===== src/rtl/fetch_unit_pkg.sv =====
// Shared constants and FSM encoding for the fetch stage.
package fetch_unit_pkg;

  localparam int WORD        = 32;
  localparam int INSTR_LEN   = 32;
  localparam int INSTR_BYTES = 4;

  typedef enum logic [1:0] {
    ST_RUN    = 2'd0,
    ST_DRAIN  = 2'd1,
    ST_HALTED = 2'd2
  } fetch_state_e;

endpackage


===== src/rtl/fetch_unit_skid_buffer.sv =====
// One-entry {pc, instruction} holding register. Push wins over pop so a
// simultaneous drain-and-refill leaves the new word resident.
module fetch_skid_buffer
  import fetch_unit_pkg::*;
(
  input  logic                 clk,
  input  logic                 reset,
  input  logic                 flush,
  input  logic                 push,
  input  logic                 pop,
  input  logic [WORD-1:0]      push_pc,
  input  logic [INSTR_LEN-1:0] push_instr,
  output logic                 valid,
  output logic [WORD-1:0]      pc,
  output logic [INSTR_LEN-1:0] instr
);

  logic                 valid_q, valid_d;
  logic [WORD-1:0]      pc_q, pc_d;
  logic [INSTR_LEN-1:0] instr_q, instr_d;

  // Next-entry selection: flush, then push, then pop.
  always_comb begin
    valid_d = valid_q;
    pc_d    = pc_q;
    instr_d = instr_q;
    if (flush) begin
      valid_d = 1'b0;
    end else if (push) begin
      valid_d = 1'b1;
      pc_d    = push_pc;
      instr_d = push_instr;
    end else if (pop) begin
      valid_d = 1'b0;
    end
  end

  // Entry register.
  always_ff @(posedge clk) begin
    if (reset) begin
      valid_q <= 1'b0;
      pc_q    <= '0;
      instr_q <= '0;
    end else begin
      valid_q <= valid_d;
      pc_q    <= pc_d;
      instr_q <= instr_d;
    end
  end

  assign valid = valid_q;
  assign pc    = pc_q;
  assign instr = instr_q;

endmodule


===== src/rtl/fetch_unit.sv =====
// Fetch stage: owns the PC, issues to instruction memory (1-cycle read),
// and hands {pc, instruction} to decode over valid/ready. Up to two words
// are held (output register + skid) so no returned data is ever dropped.
// Optional macro FETCH_ALIGN_CHECK_EN: a misaligned redirect target sets a
// sticky fault that drains and halts fetch until reset.
module fetch_unit
  import fetch_unit_pkg::*;
#(
  parameter logic [WORD-1:0] RESET_PC  = '0,
  parameter int              MEM_WORDS = 1024
) (
  input  logic                 clk,
  input  logic                 reset,
  output logic [WORD-1:0]      imem_address,
  input  logic [INSTR_LEN-1:0] imem_instruction,
  output logic                 out_valid,
  input  logic                 out_ready,
  output logic [INSTR_LEN-1:0] out_instruction,
  output logic [WORD-1:0]      out_pc,
  input  logic                 redirect_valid,
  input  logic [WORD-1:0]      redirect_target,
  output logic                 halted
);

  localparam logic [WORD-1:0] LIMIT = WORD'(MEM_WORDS * INSTR_BYTES);

  logic [WORD-1:0]      pc_q, pc_d;
  logic                 out_valid_q, out_valid_d;
  logic [INSTR_LEN-1:0] out_instr_q, out_instr_d;
  logic [WORD-1:0]      out_pc_q, out_pc_d;
  logic                 pending_q, pending_d;
  logic [WORD-1:0]      pending_pc_q, pending_pc_d;
  logic                 squash_q, squash_d;
  fetch_state_e         state_q, state_d;

  logic                 skid_valid, skid_flush, skid_push, skid_pop;
  logic [WORD-1:0]      skid_pc;
  logic [INSTR_LEN-1:0] skid_instr;

  logic                 redir, misalign, pop, ret;
  logic [2:0]           occ;

`ifdef FETCH_ALIGN_CHECK_EN
  logic fault_q, fault_d;
  // Once faulted, redirects are ignored until reset.
  assign redir    = redirect_valid & ~fault_q;
  assign misalign = redir & (|redirect_target[1:0]);
`else
  logic unused_fault;
  assign redir        = redirect_valid;
  assign misalign     = 1'b0;
  assign unused_fault = 1'b0;
`endif

  assign pop = out_valid_q & out_ready;
  // Word on imem_instruction this cycle belongs to us and is not squashed.
  assign ret = pending_q & ~squash_q;
  assign occ = {2'b0, out_valid_q} + {2'b0, skid_valid} + {2'b0, pending_q};

  fetch_skid_buffer u_skid (
    .clk        (clk),
    .reset      (reset),
    .flush      (skid_flush),
    .push       (skid_push),
    .pop        (skid_pop),
    .push_pc    (pending_pc_q),
    .push_instr (imem_instruction),
    .valid      (skid_valid),
    .pc         (skid_pc),
    .instr      (skid_instr)
  );

  // Redirect handling, return routing, issue decision and FSM next state.
  always_comb begin
    pc_d         = pc_q;
    out_valid_d  = out_valid_q & ~pop;
    out_instr_d  = out_instr_q;
    out_pc_d     = out_pc_q;
    pending_d    = 1'b0;
    pending_pc_d = pending_pc_q;
    squash_d     = 1'b0;
    state_d      = state_q;
    skid_flush   = 1'b0;
    skid_push    = 1'b0;
    skid_pop     = 1'b0;
`ifdef FETCH_ALIGN_CHECK_EN
    fault_d      = fault_q;
`endif
    if (redir) begin
      // Any transfer at pop still completes; everything younger is dropped,
      // including the word returning this cycle. No issue this cycle.
      out_valid_d = 1'b0;
      skid_flush  = 1'b1;
      squash_d    = pending_q;
      if (misalign) begin
`ifdef FETCH_ALIGN_CHECK_EN
        fault_d = 1'b1;
`endif
        state_d = ST_DRAIN;
      end else begin
        pc_d = redirect_target & ~WORD'(3);
        if (redirect_target < LIMIT)
          state_d = ST_RUN;
        else if (state_q != ST_HALTED)
          state_d = ST_DRAIN;
      end
    end else begin
      // Keep order: a held skid word always reaches the output first.
      if (skid_valid) begin
        if (pop) begin
          out_valid_d = 1'b1;
          out_pc_d    = skid_pc;
          out_instr_d = skid_instr;
          skid_pop    = 1'b1;
          skid_push   = ret;
        end
      end else if (!out_valid_q || pop) begin
        if (ret) begin
          out_valid_d = 1'b1;
          out_pc_d    = pending_pc_q;
          out_instr_d = imem_instruction;
        end
      end else begin
        skid_push = ret;
      end

      case (state_q)
        ST_RUN: begin
          if (pc_q >= LIMIT) begin
            state_d = ST_DRAIN;
          end else if (occ < (3'd2 + {2'b0, pop})) begin
            pending_d    = 1'b1;
            pending_pc_d = pc_q;
            pc_d         = pc_q + WORD'(INSTR_BYTES);
          end
        end
        ST_DRAIN: begin
          if (!out_valid_q && !skid_valid && !pending_q)
            state_d = ST_HALTED;
        end
        default: ;
      endcase
    end
  end

  // Pipeline state registers.
  always_ff @(posedge clk) begin
    if (reset) begin
      pc_q         <= RESET_PC;
      out_valid_q  <= 1'b0;
      out_instr_q  <= '0;
      out_pc_q     <= '0;
      pending_q    <= 1'b0;
      pending_pc_q <= '0;
      squash_q     <= 1'b0;
      state_q      <= ST_RUN;
    end else begin
      pc_q         <= pc_d;
      out_valid_q  <= out_valid_d;
      out_instr_q  <= out_instr_d;
      out_pc_q     <= out_pc_d;
      pending_q    <= pending_d;
      pending_pc_q <= pending_pc_d;
      squash_q     <= squash_d;
      state_q      <= state_d;
    end
  end

`ifdef FETCH_ALIGN_CHECK_EN
  // Sticky alignment fault, cleared only by reset.
  always_ff @(posedge clk) begin
    if (reset) fault_q <= 1'b0;
    else       fault_q <= fault_d;
  end
`endif

  assign imem_address    = pc_q;
  assign out_valid       = out_valid_q;
  assign out_instruction = out_instr_q;
  assign out_pc          = out_pc_q;
  assign halted          = (state_q == ST_HALTED);

endmodule


===== config.mk =====
export PLATFORM = sky130hd
export DESIGN_NAME = fetch_unit
export DESIGN_NICKNAME = d
export VERILOG_FILES = /design/src/rtl/fetch_unit_pkg.sv /design/src/rtl/fetch_unit_skid_buffer.sv /design/src/rtl/fetch_unit.sv
export SDC_FILE = /design/constraint.sdc
export NUM_CORES = 1
export LEC_CHECK = 0
export ABC_AREA = 1
export CORE_MARGIN = 5
export CORE_UTILIZATION = 25
export DETAILED_ROUTE_END_ITERATION = 7
export GPL_TIMING_DRIVEN = 0
export PLACE_DENSITY = 0.46
export SLEW_MARGIN = 20
export SYNTH_ARGS = -nofsm -noshare
export SYNTH_HDL_FRONTEND = slang
export SYNTH_SLANG_ARGS = --single-unit

===== constraint.sdc =====
create_clock -name clk -period 2.91 [get_ports clk]
set_input_delay 0.4365 -clock clk [delete_from_list [all_inputs] [get_ports clk]]
set_output_delay 0.4365 -clock clk [all_outputs]
set_load 0.05 [all_outputs]

==> results of run 1 <==
## synth_stat cells, drive strengths merged
cell type / count
a21oi: 39
nand4: 1
or2: 1
inv: 43
and2: 1
o21ai: 151
nor3: 24
mux2i: 1
conb: 1
buf: 38
fa: 1
xnor2: 2
nor2: 163
o21bai: 1
dfxtp: 190
o31ai: 3
xor2: 5
nand3: 15
a31oi: 64
o21a: 1
nand3b: 1
nor3b: 2
clkbuf: 36
nand2: 208
ha: 2
## power by group through the flow
stage | clock, mW | combinational, mW | sequential (mW)
floorplan | 0 | 0.198 | 2.83
global placement | 0 | 0.534 | 2.74
detailed placement | 0 | 0.531 | 2.74
CTS | 2.44 | 0.534 | 2.68
global route | 2.54 | 0.575 | 2.68
finish | 2.35 | 0.527 | 2.68
## routing by layer
metal	part of all wire, %	track usage (%)
met1	48	19.8
met2	44	22.7
met3	6.9	4.69
met4	1.0	3.01
met5	0.14	0
## through the flow
stage          cell area (µm²)  cells  hold WS (ns)
6_report                 10200   1575         0.463
5_1_grt                  10200   1575         0.490
4_1_cts                  10200   1576         0.466
3_5_place_dp              9610   1544         0.454
3_3_place_gp              9610   1544         0.449
2_1_floorplan             7550    997         0.436
## worst paths after layout
kind / to / depth (start not counted) / slack (ns) / startpoint
min reg2reg: pending_pc_q[29] / 2 / 0.46 / pending_pc_q[29]
min: pending_pc_q[29] / 2 / 0.46 / pending_pc_q[29]
max reg2reg: pending_pc_q[14] / 9 / 0.42 / u_skid.valid
max: pending_pc_q[14] / 9 / 0.42 / u_skid.valid
## sequential cells by signal, indices dropped and copies added, names as in the netlist
register and count:
out_instruction 32, u_skid.instr 32, imem_address 30, out_pc 30, pending_pc_q 30, u_skid.pc 30
state_q 2, out_valid 1, pending_q 1, squash_q 1, u_skid.valid 1
## cell families (layout without fill, tap and decap cells)
kind of cell,Yosys count,count (layout),share of synthesized area (%)
buffers and inverters,117,305,7.24
muxes,1,1,0.133
AOI/OAI and AO/OA,259,259,18.4
other,1,4,0.0498
adders and majority gates,3,3,0.598
xor gates and xnor gates,7,7,0.814
and+or+nand+nor,416,416,22.3
DFF,190,190,50.5
## critical path: cells and delay by family (launching register included)
kind                       cells  cell delay, ns
DFF                            1            0.36
and+or+nand+nor                3            0.53
buffers and inverters          4            0.68
adders and majority gates      1            0.54
AOI/OAI and AO/OA              1            0.26
## final cells by class
| cell class | instances | area, µm² | share of cell area [%] |
|---|---|---|---|
| Clock inverter | 15 | 174 | 1.70 |
| Inverter | 43 | 161 | 1.58 |
| Sequential cell | 190 | 3800 | 37.3 |
| Multi-Input combinational cell | 690 | 3200 | 31.3 |
| Buffer | 73 | 380 | 3.73 |
| Clock buffer | 17 | 425 | 4.17 |
| Timing Repair Buffer | 157 | 1570 | 15.4 |
| Tap cell | 390 | 488 | 4.78 |
==> impl_metrics.prom, run 1 <==
# TYPE chip_impl_metric gauge
chip_impl_metric{name="timing.fmax",unit="GHz"} 0.401
chip_impl_metric{name="drv.max_cap_violation_count",unit=""} 0
chip_impl_metric{name="core-area",unit="µm²"} 29700
chip_impl_metric{name="setup_slack",unit="ns"} 0.416
chip_impl_metric{name="layout.filler_cells",unit=""} 3205
chip_impl_metric{name="mappedNetlistArea",unit="µm²"} 7540
chip_impl_metric{name="final_net_count",unit=""} 1243
chip_impl_metric{name="clockPowerShare",unit="%"} 42.3
chip_impl_metric{name="synthDominantCellAreaShare",unit="%"} 50.5
chip_impl_info{name="run_status",value="completed"} 1
chip_impl_metric{name="cts_resized",unit=""} 0
chip_impl_metric{name="yosys_warnings",unit=""} 0
chip_impl_metric{name="die_area",unit="µm²"} 33700
chip_impl_metric{name="final_max_slew_viol_count",unit=""} 0
chip_impl_metric{name="grt.overflow.total",unit=""} 0
chip_impl_metric{name="layout_min_cycle_time",unit="ns"} 2.49
chip_impl_metric{name="cts.sinks",unit=""} 190
chip_impl_metric{name="synthesis.instances",unit=""} 994
chip_impl_metric{name="max-vdd-ir-drop",unit="µV"} 352
chip_impl_metric{name="io-pin-count",unit=""} 166
chip_impl_metric{name="layout-drive-gt1-share",unit="%"} 6.92
chip_impl_metric{name="switching_share",unit="%"} 26.8
chip_impl_metric{name="worst_ep_arrival_time",unit="ns"} 2.78
chip_impl_info{name="final_common_cell",value="sky130_fd_sc_hd__nand2_1"} 1
chip_impl_metric{name="grt_usage",unit="%"} 14.5
chip_impl_metric{name="remaining_drc_errors",unit=""} 0
chip_impl_metric{name="cts-root-to-sink-buffers",unit=""} 2
chip_impl_metric{name="maximum_number_of_pins_on_one_net_before_global_route_repair",unit=""} 20
chip_impl_metric{name="min_period_over_period",unit="%"} 85.7
chip_impl_metric{name="slew_headroom",unit="%"} 47.2
chip_impl_info{name="synth_top_cells_by_area",value="sky130_fd_sc_hd__dfxtp_1 50%, sky130_fd_sc_hd__nand2_1 10%, sky130_fd_sc_hd__o21ai_0 9.3%"} 1
chip_impl_info{name="crit_type",value="flop to flop"} 1
chip_impl_info{name="final_cell_mix",value="206 x sky130_fd_sc_hd__nand2_1, 190 x sky130_fd_sc_hd__dfxtp_1, 159 x sky130_fd_sc_hd__nor2_1, 157 x sky130_fd_sc_hd__clkdlybuf4s50_1, 140 x sky130_fd_sc_hd__o21ai_0"} 1
chip_impl_metric{name="cts-hold-fix-buffers",unit=""} 0
chip_impl_metric{name="static-leakage-power",unit="nW"} 3.82
chip_impl_metric{name="grt_pass1_vias",unit=""} 6889
chip_impl_metric{name="drt-pass1-iter-count",unit=""} 5
chip_impl_metric{name="htree_levels",unit=""} 4
chip_impl_metric{name="yosysUniqueCellTypes",unit=""} 35
chip_impl_metric{name="critical_path.max_fanout",unit=""} 19
chip_impl_metric{name="route.detailed.wl_per_inst",unit="µm"} 15.6
chip_impl_metric{name="drt_iter0_markers",unit=""} 423
chip_impl_metric{name="die_height",unit="µm"} 184
chip_impl_metric{name="timing_hold_violations_final",unit=""} 0
chip_impl_metric{name="finalCoreUtilization",unit="%"} 34.3
chip_impl_metric{name="route.antenna.remaining_nets",unit=""} 0
chip_impl_info{name="timing.critical_path.slowest_stage_cell",value="sky130_fd_sc_hd__fa_1"} 1
chip_impl_metric{name="seqPwrFrac",unit="%"} 48.2
chip_impl_metric{name="post_cts_buffers",unit=""} 0
chip_impl_metric{name="n_antenna_cell",unit=""} 0
chip_impl_metric{name="synth_area_per_cell",unit="µm²"} 7.58
chip_impl_metric{name="route.final.wire_length",unit="mm"} 24.6
chip_impl_metric{name="routed_via_density",unit=""} 4.51
chip_impl_info{name="setup.worst_path.end_class",value="flop"} 1
chip_impl_metric{name="grt_pass1_wl",unit="mm"} 38.9
chip_impl_info{name="cts_tree",value="yes"} 1
chip_impl_metric{name="row_count",unit=""} 63
chip_impl_metric{name="fin_skew",unit="ns"} 0.0142
chip_impl_metric{name="max_slew.worst_pin.slew",unit="ns"} 0.792
chip_impl_metric{name="initial_utilization",unit="%"} 25.4
chip_impl_info{name="critPathLaunchType",value="flop"} 1
chip_impl_metric{name="syn2layout_area_growth",unit="%"} 35.4
chip_impl_metric{name="antenna_found_initial",unit=""} 3
chip_impl_metric{name="synth_sequential_area_ratio",unit="%"} 50.5
chip_impl_metric{name="quantity_of_i_o_buffers_inserted_on_ports",unit=""} 157
chip_impl_info{name="worstHoldPathType",value="flop to flop"} 1
chip_impl_metric{name="clk_latency",unit="ns"} 0.43
chip_impl_metric{name="total_switching_power",unit="mW"} 1.49
chip_impl_metric{name="synth.ff_latch_count",unit=""} 190
chip_impl_metric{name="power_density",unit="nW/µm²"} 545
chip_impl_metric{name="worst_setup_hold_path_clk_slew",unit="ns"} 0.07
chip_impl_metric{name="routabilityCongestion",unit=""} 0.765
chip_impl_info{name="grt_setup_unrepaired",value="false"} 1
chip_impl_metric{name="numCtsBuffers",unit=""} 17
chip_impl_info{name="cp_cell_sequence",value="inv_1 > buf_2 > fa_1 > inv_1 > o21bai_1 > nand4_4 > nor2_8 > buf_2 > nor3_1"} 1
chip_impl_metric{name="die_x",unit="µm"} 184
chip_impl_metric{name="post-dp-hpwl",unit="mm"} 17.8
chip_impl_metric{name="largest_stage_delay_worst_path",unit="ns"} 0.54
chip_impl_metric{name="setup_tns",unit="ns"} 0
chip_impl_info{name="clockRootBuffer",value="sky130_fd_sc_hd__clkbuf_16"} 1
chip_impl_info{name="synthDominantAreaCellType",value="sky130_fd_sc_hd__dfxtp_1"} 1
chip_impl_metric{name="internal_power",unit="mW"} 4.07
chip_impl_metric{name="route.vias.total",unit=""} 7106
chip_impl_metric{name="pre_cts_ws",unit="ns"} 0.157
chip_impl_metric{name="combinationalPowerShare",unit="%"} 9.5
chip_impl_metric{name="power_consumption",unit="mW"} 5.56
chip_impl_metric{name="finalSetupViolations",unit=""} 0
chip_impl_metric{name="worstPathRequired",unit="ns"} 3.20
(Power assumes the default switching activity.)
==> run 2: changes to the inputs <==
--- a/config.mk
+++ b/config.mk
@@ -6,11 +6,13 @@
 export NUM_CORES = 1
 export LEC_CHECK = 0
 export ABC_AREA = 1
+export CELL_PAD_IN_SITES_DETAIL_PLACEMENT = 0
+export CELL_PAD_IN_SITES_GLOBAL_PLACEMENT = 1
 export CORE_MARGIN = 5
 export CORE_UTILIZATION = 25
 export DETAILED_ROUTE_END_ITERATION = 7
 export GPL_TIMING_DRIVEN = 0
-export PLACE_DENSITY = 0.46
+export PLACE_DENSITY = 0.59
 export SLEW_MARGIN = 20
 export SYNTH_ARGS = -nofsm -noshare
 export SYNTH_HDL_FRONTEND = slang
==> impl_metrics.prom, run 2 (synthesis results as in run 1) <==
# TYPE chip_impl_metric gauge
chip_impl_metric{name="max_slew.worst_pin.slew",unit="ns"} 0.798
chip_impl_metric{name="io-pin-count",unit=""} 166
chip_impl_metric{name="worstPathRequired",unit="ns"} 3.19
chip_impl_metric{name="cts-root-to-sink-buffers",unit=""} 2
chip_impl_metric{name="post_cts_buffers",unit=""} 0
chip_impl_metric{name="post-dp-hpwl",unit="mm"} 18.1
chip_impl_metric{name="layout-drive-gt1-share",unit="%"} 6.92
chip_impl_info{name="worst_setup_path_endpoint",value="pending_pc_q[14]"} 1
chip_impl_metric{name="finalSetupViolations",unit=""} 0
chip_impl_metric{name="hold_depth",unit=""} 2
chip_impl_metric{name="drv.max_cap_violation_count",unit=""} 0
chip_impl_metric{name="maximum_number_of_pins_on_one_net_before_global_route_repair",unit=""} 19
chip_impl_metric{name="grt.overflow.total",unit=""} 0
chip_impl_metric{name="quantity_of_i_o_buffers_inserted_on_ports",unit=""} 157
chip_impl_metric{name="routabilityCongestion",unit=""} 0.791
chip_impl_info{name="critPathLaunchType",value="flop"} 1
chip_impl_info{name="clockRootBuffer",value="sky130_fd_sc_hd__clkbuf_16"} 1
chip_impl_metric{name="static-leakage-power",unit="nW"} 3.82
chip_impl_info{name="worstHoldPathType",value="flop to flop"} 1
chip_impl_metric{name="worst_setup_hold_path_clk_slew",unit="ns"} 0.07
chip_impl_metric{name="route.final.wire_length",unit="mm"} 25.1
chip_impl_metric{name="critical_path_buf_inv_count",unit=""} 4
chip_impl_metric{name="routed_via_density",unit=""} 4.48
chip_impl_metric{name="finalHoldWorstSlack",unit="ns"} 0.461
chip_impl_metric{name="critical_path.max_fanout",unit=""} 19
chip_impl_info{name="run_status",value="completed"} 1
chip_impl_info{name="timing.critical_path.slowest_stage_cell",value="sky130_fd_sc_hd__fa_1"} 1
chip_impl_metric{name="slew_headroom",unit="%"} 46.8
chip_impl_metric{name="drt_iter0_markers",unit=""} 345
chip_impl_metric{name="final_max_slew_viol_count",unit=""} 0
chip_impl_metric{name="clk_latency",unit="ns"} 0.43
chip_impl_metric{name="fin_skew",unit="ns"} 0.0138
chip_impl_metric{name="initial_utilization",unit="%"} 25.4
chip_impl_info{name="timing.critical_path.from",value="u_skid.valid"} 1
chip_impl_metric{name="n_antenna_cell",unit=""} 0
chip_impl_info{name="grt_setup_unrepaired",value="false"} 1
chip_impl_metric{name="syn2layout_area_growth",unit="%"} 35.6
chip_impl_metric{name="placed_cell_area",unit="µm²"} 9610
chip_impl_metric{name="die_area",unit="µm²"} 33700
chip_impl_metric{name="power_density",unit="nW/µm²"} 553
chip_impl_info{name="crit_type",value="flop to flop"} 1
chip_impl_info{name="regToRegEndpoint",value="pending_pc_q[14]"} 1
chip_impl_metric{name="route.antenna.remaining_nets",unit=""} 0
chip_impl_metric{name="htree_levels",unit=""} 4
chip_impl_info{name="worstHoldStart",value="pending_pc_q[15]"} 1
chip_impl_metric{name="timing.critical_path.depth",unit=""} 9
chip_impl_metric{name="die_height",unit="µm"} 184
chip_impl_metric{name="core-area",unit="µm²"} 29700
chip_impl_info{name="final_cell_mix",value="206 x sky130_fd_sc_hd__nand2_1, 190 x sky130_fd_sc_hd__dfxtp_1, 159 x sky130_fd_sc_hd__nor2_1, 157 x sky130_fd_sc_hd__clkdlybuf4s50_1, 140 x sky130_fd_sc_hd__o21ai_0"} 1
chip_impl_info{name="setup.worst_path.end_class",value="flop"} 1
chip_impl_metric{name="timing.fmax",unit="GHz"} 0.404
chip_impl_metric{name="setup_tns",unit="ns"} 0
chip_impl_metric{name="antenna_found_initial",unit=""} 1
chip_impl_metric{name="min_period_over_period",unit="%"} 85.1
chip_impl_info{name="cts_tree",value="yes"} 1
chip_impl_metric{name="grt_pass1_wl",unit="mm"} 39.9
chip_impl_metric{name="numCtsBuffers",unit=""} 17
chip_impl_metric{name="largest_stage_delay_worst_path",unit="ns"} 0.53
chip_impl_metric{name="grt_pass1_vias",unit=""} 6980
chip_impl_metric{name="grt_usage",unit="%"} 14.9
chip_impl_metric{name="finalCoreUtilization",unit="%"} 34.4
chip_impl_metric{name="r2r.worst_path.cells",unit=""} 9
chip_impl_metric{name="worst_ep_arrival_time",unit="ns"} 2.76
chip_impl_metric{name="r2r_slack",unit="ns"} 0.43
chip_impl_info{name="final_common_cell",value="sky130_fd_sc_hd__nand2_1"} 1
chip_impl_metric{name="final_net_count",unit=""} 1243
chip_impl_metric{name="timing_hold_violations_final",unit=""} 0
chip_impl_metric{name="row_count",unit=""} 63
chip_impl_info{name="cp_cell_sequence",value="inv_1 > buf_2 > fa_1 > inv_1 > o21bai_1 > nand4_4 > nor2_8 > buf_2 > nor3_1"} 1
chip_impl_metric{name="drt-pass1-iter-count",unit=""} 5
chip_impl_info{name="critical-path-top-delay-family",value="buffers and inverters"} 1
chip_impl_metric{name="route.vias.total",unit=""} 7059
chip_impl_info{name="r2r-start",value="u_skid.valid"} 1
chip_impl_metric{name="layout_min_cycle_time",unit="ns"} 2.48
chip_impl_metric{name="route.detailed.wl_per_inst",unit="µm"} 15.9
chip_impl_metric{name="die_x",unit="µm"} 184
chip_impl_metric{name="remaining_drc_errors",unit=""} 0
chip_impl_metric{name="final_area",unit="µm²"} 10200
chip_impl_metric{name="max-vdd-ir-drop",unit="µV"} 346
chip_impl_metric{name="cts.sinks",unit=""} 190
==> run 2: changes by cell type in the layout (fill, tap and decap cells not counted), sizes merged <==
cell      change
bufinv        +1
clkbuf        +1
clkinvlp      +2
clkinv        -4
==> run 2: how the worst min path moves through the flow <==
stage	endpoint
after floorplan	pending_pc_q[12]
after global placement	u_skid.instr[27]
after detailed placement	pending_pc_q[17]
after CTS	pending_pc_q[17]
after global routing	pending_pc_q[14]
final	pending_pc_q[15]
==> run 2: layout make-up <==
type	count	area, µm²
buffer	73	380
clock inverter	14	176
multi-input combinational	690	3200
sequential	190	3800
clock buffer	18	439
tap	390	488
inverter	43	161
fill	3125	19500
timing repair buffer	157	1570
==> run 2: worst min-delay path, cell delays in order, from the launching register on <==
cell and delay, ns:
sky130_fd_sc_hd__dfxtp_1 0.31, sky130_fd_sc_hd__inv_1 0.06, sky130_fd_sc_hd__nor3_1 0.05
==> run 2: timing repair <==
item | in CTS | in global routing
gates resized for setup | 0 | 0
setup endpoints to repair | 0 | 42
hold buffers | 0 | 0
==> run 2: routing by layer <==
| layer | vias to the layer above | GRT usage, % | wire length, µm | share of wire [%] |
|---|---|---|---|---|
| li1 | 3644 | - | - | - |
| met1 | 3211 | 20.5 | 12100 | 48 |
| met2 | 193 | 22.9 | 10900 | 43 |
| met3 | 9 | 4.97 | 1910 | 7.6 |
| met4 | 2 | 2.77 | 129 | 0.51 |
| met5 | - | 0 | 7 | 0.028 |
==> run 2: metrics by stage <==
step / std cells / setup slack, ns / total power [mW]
after floorplan: 997 / 0.538 / 3.03
after global placement: 1544 / 0.141 / 3.28
after detailed placement: 1544 / 0.100 / 3.27
after CTS: 1576 / 0.0716 / 5.74
after global routing: 1575 / 0.169 / 5.90
final: 1575 / 0.434 / 5.65
==> run 2: where the power goes <==
part | switching, mW | internal (mW) | total, mW | leakage, nW
clock network | 1.12 | 1.33 | 2.44 | 0.292
registers | 0.0419 | 2.63 | 2.68 | 1.54
logic | 0.327 | 0.205 | 0.532 | 1.99
total | 1.49 | 4.17 | 5.65 | 3.82
==> run 3: changes to the inputs <==
--- a/config.mk
+++ b/config.mk
@@ -16,4 +16,5 @@
 export SLEW_MARGIN = 20
 export SYNTH_ARGS = -nofsm -noshare
 export SYNTH_HDL_FRONTEND = slang
+export SYNTH_HIERARCHICAL = 1
 export SYNTH_SLANG_ARGS = --single-unit
==> impl_metrics.prom, run 3 <==
# TYPE chip_impl_metric gauge
chip_impl_metric{name="min_period_over_period",unit="%"} 88.0
chip_impl_metric{name="drt-pass1-iter-count",unit=""} 5
chip_impl_info{name="grt_setup_unrepaired",value="false"} 1
chip_impl_metric{name="cts.sinks",unit=""} 194
chip_impl_info{name="synthDominantAreaCellType",value="sky130_fd_sc_hd__dfxtp_1"} 1
chip_impl_metric{name="largest_stage_delay_worst_path",unit="ns"} 0.47
chip_impl_info{name="cp_cell_sequence",value="clkinvlp_4 > clkbuf_2 > fa_1 > a31o_2 > nand4_1 > nand2_1 > inv_2 > buf_2 > nand2_1 > a21oi_1"} 1
chip_impl_metric{name="quantity_of_i_o_buffers_inserted_on_ports",unit=""} 161
chip_impl_metric{name="route.antenna.remaining_nets",unit=""} 0
chip_impl_metric{name="synthesis.instances",unit=""} 1164
chip_impl_metric{name="row_count",unit=""} 66
chip_impl_metric{name="synth.ff_latch_count",unit=""} 194
chip_impl_metric{name="numCtsBuffers",unit=""} 17
chip_impl_metric{name="layout.filler_cells",unit=""} 3615
chip_impl_metric{name="final_max_slew_viol_count",unit=""} 0
chip_impl_metric{name="die_x",unit="µm"} 192
chip_impl_metric{name="finalCoreUtilization",unit="%"} 34.3
chip_impl_metric{name="worstPathRequired",unit="ns"} 3.28
chip_impl_metric{name="static-leakage-power",unit="nW"} 4.40
chip_impl_metric{name="power_consumption",unit="mW"} 6.13
chip_impl_metric{name="timing_hold_violations_final",unit=""} 0
chip_impl_metric{name="die_area",unit="µm²"} 36700
chip_impl_metric{name="route.final.wire_length",unit="mm"} 28.3
chip_impl_metric{name="synth_sequential_area_ratio",unit="%"} 47.1
chip_impl_metric{name="slew_headroom",unit="%"} 48.8
chip_impl_info{name="critPathLaunchType",value="flop"} 1
chip_impl_metric{name="number_of_synthesized_flops_with_an_enable_pin",unit=""} 0
chip_impl_metric{name="drt_iter0_markers",unit=""} 369
chip_impl_metric{name="yosys_warnings",unit=""} 6
chip_impl_metric{name="route.vias.total",unit=""} 7777
chip_impl_metric{name="remaining_drc_errors",unit=""} 0
chip_impl_metric{name="grt.overflow.total",unit=""} 0
chip_impl_metric{name="grt_use_met1",unit="%"} 21.0
chip_impl_info{name="run_status",value="completed"} 1
chip_impl_metric{name="grt_pass1_vias",unit=""} 7660
chip_impl_info{name="synth_ff_type",value="sky130_fd_sc_hd__dfxtp_1"} 1
chip_impl_metric{name="syn2layout_area_growth",unit="%"} 35.1
chip_impl_info{name="final_common_cell",value="sky130_fd_sc_hd__nand2_1"} 1
chip_impl_metric{name="layout-drive-gt1-share",unit="%"} 6.99
chip_impl_metric{name="placed_cell_area",unit="µm²"} 10400
chip_impl_metric{name="worst_ep_arrival_time",unit="ns"} 2.93
chip_impl_metric{name="io-pin-count",unit=""} 166
chip_impl_metric{name="power_density",unit="nW/µm²"} 550
chip_impl_metric{name="post-dp-hpwl",unit="mm"} 20.4
chip_impl_metric{name="routabilityCongestion",unit=""} 0.768
chip_impl_info{name="busiest_layer",value="met2"} 1
chip_impl_metric{name="die_height",unit="µm"} 192
chip_impl_metric{name="routed_via_density",unit=""} 4.31
chip_impl_metric{name="ff_latch_area",unit="µm²"} 3880
chip_impl_metric{name="grt.met2_usage",unit="%"} 26.1
chip_impl_metric{name="async_flop_share",unit="%"} 0
chip_impl_metric{name="final_area",unit="µm²"} 11100
chip_impl_metric{name="clk_latency",unit="ns"} 0.44
chip_impl_metric{name="final_net_count",unit=""} 1418
chip_impl_info{name="cts_tree",value="yes"} 1
chip_impl_info{name="crit_type",value="flop to flop"} 1
chip_impl_metric{name="multi_input_comb_area",unit="µm²"} 3490
chip_impl_metric{name="htree_levels",unit=""} 4
chip_impl_metric{name="cts-root-to-sink-buffers",unit=""} 2
chip_impl_metric{name="worst_setup_hold_path_clk_slew",unit="ns"} 0.08
chip_impl_metric{name="layout_min_cycle_time",unit="ns"} 2.56
chip_impl_metric{name="route.detailed.wl_per_inst",unit="µm"} 15.7
chip_impl_info{name="final_cell_mix",value="264 x sky130_fd_sc_hd__nand2_1, 200 x sky130_fd_sc_hd__nor2_1, 193 x sky130_fd_sc_hd__dfxtp_1, 161 x sky130_fd_sc_hd__clkdlybuf4s50_1, 106 x sky130_fd_sc_hd__inv_1"} 1
chip_impl_metric{name="max_slew.worst_pin.slew",unit="ns"} 0.768
chip_impl_metric{name="max-vdd-ir-drop",unit="µV"} 368
chip_impl_info{name="timing.critical_path.slowest_stage_cell",value="sky130_fd_sc_hd__fa_1"} 1
chip_impl_info{name="clockRootBuffer",value="sky130_fd_sc_hd__clkbuf_16"} 1
chip_impl_info{name="synth_top_cells_by_area",value="sky130_fd_sc_hd__dfxtp_1 47%, sky130_fd_sc_hd__nand2_1 12%, sky130_fd_sc_hd__nor2_1 9.1%"} 1
chip_impl_metric{name="initial_utilization",unit="%"} 25.4
chip_impl_info{name="critical-path-top-delay-family",value="buffers and inverters"} 1
chip_impl_metric{name="synth_area_per_cell",unit="µm²"} 7.09
chip_impl_metric{name="finalSetupViolations",unit=""} 0
chip_impl_info{name="yosys.cell_count.top_type",value="sky130_fd_sc_hd__nand2_1"} 1
chip_impl_metric{name="grt_pass1_wl",unit="mm"} 44.7
chip_impl_metric{name="critical_path.max_fanout",unit=""} 10
chip_impl_info{name="worstHoldPathType",value="flop to flop"} 1
chip_impl_metric{name="yosysUniqueCellTypes",unit=""} 32
chip_impl_metric{name="grt_usage",unit="%"} 15.6
chip_impl_metric{name="gr-usage-met3",unit="%"} 2.89
chip_impl_metric{name="critical_path_buf_inv_count",unit=""} 4
chip_impl_info{name="setup.worst_path.end_class",value="flop"} 1
chip_impl_metric{name="synthDominantCellAreaShare",unit="%"} 47.1
chip_impl_metric{name="antenna_found_initial",unit=""} 1
chip_impl_metric{name="mappedNetlistArea",unit="µm²"} 8250
chip_impl_info{name="critPathMostFrequentCell",value="sky130_fd_sc_hd__nand2_1"} 1
chip_impl_metric{name="maximum_number_of_pins_on_one_net_before_global_route_repair",unit=""} 18
chip_impl_metric{name="core-area",unit="µm²"} 32500
chip_impl_metric{name="timing.fmax",unit="GHz"} 0.391
chip_impl_info{name="synth_top_cells_by_count",value="264 x sky130_fd_sc_hd__nand2_1, 200 x sky130_fd_sc_hd__nor2_1, 194 x sky130_fd_sc_hd__dfxtp_1"} 1
chip_impl_metric{name="r2r_slack",unit="ns"} 0.35
chip_impl_metric{name="fin_skew",unit="ns"} 0.0102
chip_impl_metric{name="drv.max_cap_violation_count",unit=""} 0
==> run 3: cell types whose count changed in the layout (fill, tap and decap cells not counted), moves of 4 or more <==
cell | previous run | this run
sky130_fd_sc_hd__a21oi_1 | 39 | 65
sky130_fd_sc_hd__a31oi_1 | 64 | 43
sky130_fd_sc_hd__buf_2 | 18 | 23
sky130_fd_sc_hd__buf_6 | 4 | 13
sky130_fd_sc_hd__bufinv_16 | 2 | 7
sky130_fd_sc_hd__clkbuf_1 | 34 | 26
sky130_fd_sc_hd__clkdlybuf4s50_1 | 157 | 161
sky130_fd_sc_hd__inv_1 | 37 | 106
sky130_fd_sc_hd__nand2_1 | 206 | 264
sky130_fd_sc_hd__nand3_1 | 15 | 73
sky130_fd_sc_hd__nor2_1 | 159 | 200
sky130_fd_sc_hd__o21ai_0 | 140 | 55
sky130_fd_sc_hd__o21ai_1 | 11 | 29
==> run 3: power breakdown <==
group	total (mW)	switching (mW)	internal, mW
logic	0.543	0.334	0.209
registers	2.72	0.0373	2.69
clock network	2.86	1.12	1.74
total	6.13	1.49	4.63
==> run 3: final timing paths <==
kind | startpoint | end | cells after the start
max | u_skid/valid | imem_address[24] | 10
min | out_pc[1] | out_pc[1] | 2
max reg2reg | u_skid/valid | imem_address[24] | 10
min reg2reg | out_pc[1] | out_pc[1] | 2
==> run 3: tightest hold or removal path, cell delays in order (launching register included) <==
cell,delay (ns)
sky130_fd_sc_hd__dfxtp_1,0.31
sky130_fd_sc_hd__nand2_1,0.06
sky130_fd_sc_hd__a21oi_1,0.05
==> run 3: logic make-up after synthesis <==
family | Yosys count | share of synthesized area (%)
AND/OR/NAND/NOR | 571 | 28.1
AO/OA/AOI/OAI | 196 | 12.7
flip-flops | 194 | 47.1
buffers and inverters | 192 | 10.8
XOR/XNOR | 7 | 0.743
adder cells (fa/ha/maj) | 3 | 0.546
other | 1 | 0.0455
==> run 3: area by class of cell <==
type	count	share of cell area (%)
clock inverter	14	2.42
clock buffer	18	3.94
tap	442	4.96
inverter	111	3.77
sequential	194	34.8
timing repair buffer	162	14.5
buffer	80	4.24
multi-input combinational	781	31.3
antenna	1	0.0224
==> run 3: stage by stage <==
step,setup TNS (ns),setup WS [ns],hold WS [ns],cells
floorplan,0,0.472,0.439,1167
global placement,-7.73,-0.429,0.447,1770
global route,0,0.0825,0.490,1803
finish,0,0.350,0.461,1803
CTS,0,0.189,0.463,1802
detailed placement,-8.73,-0.443,0.452,1770
==> run 3: repair_timing <==
item / in CTS / in global routing
setup endpoints to repair: 57 / 10
pin swaps: 0 / 0
buffers inserted: 1 / 0
hold buffers: 0 / 0
gates resized for setup: 2 / 1
==> run 3: layer usage <==
metal	wire length (µm)	vias to the layer above
li1	-	4057
met1	13500	3571
met2	13300	131
met3	1120	18
met4	316	0
met5	0	-
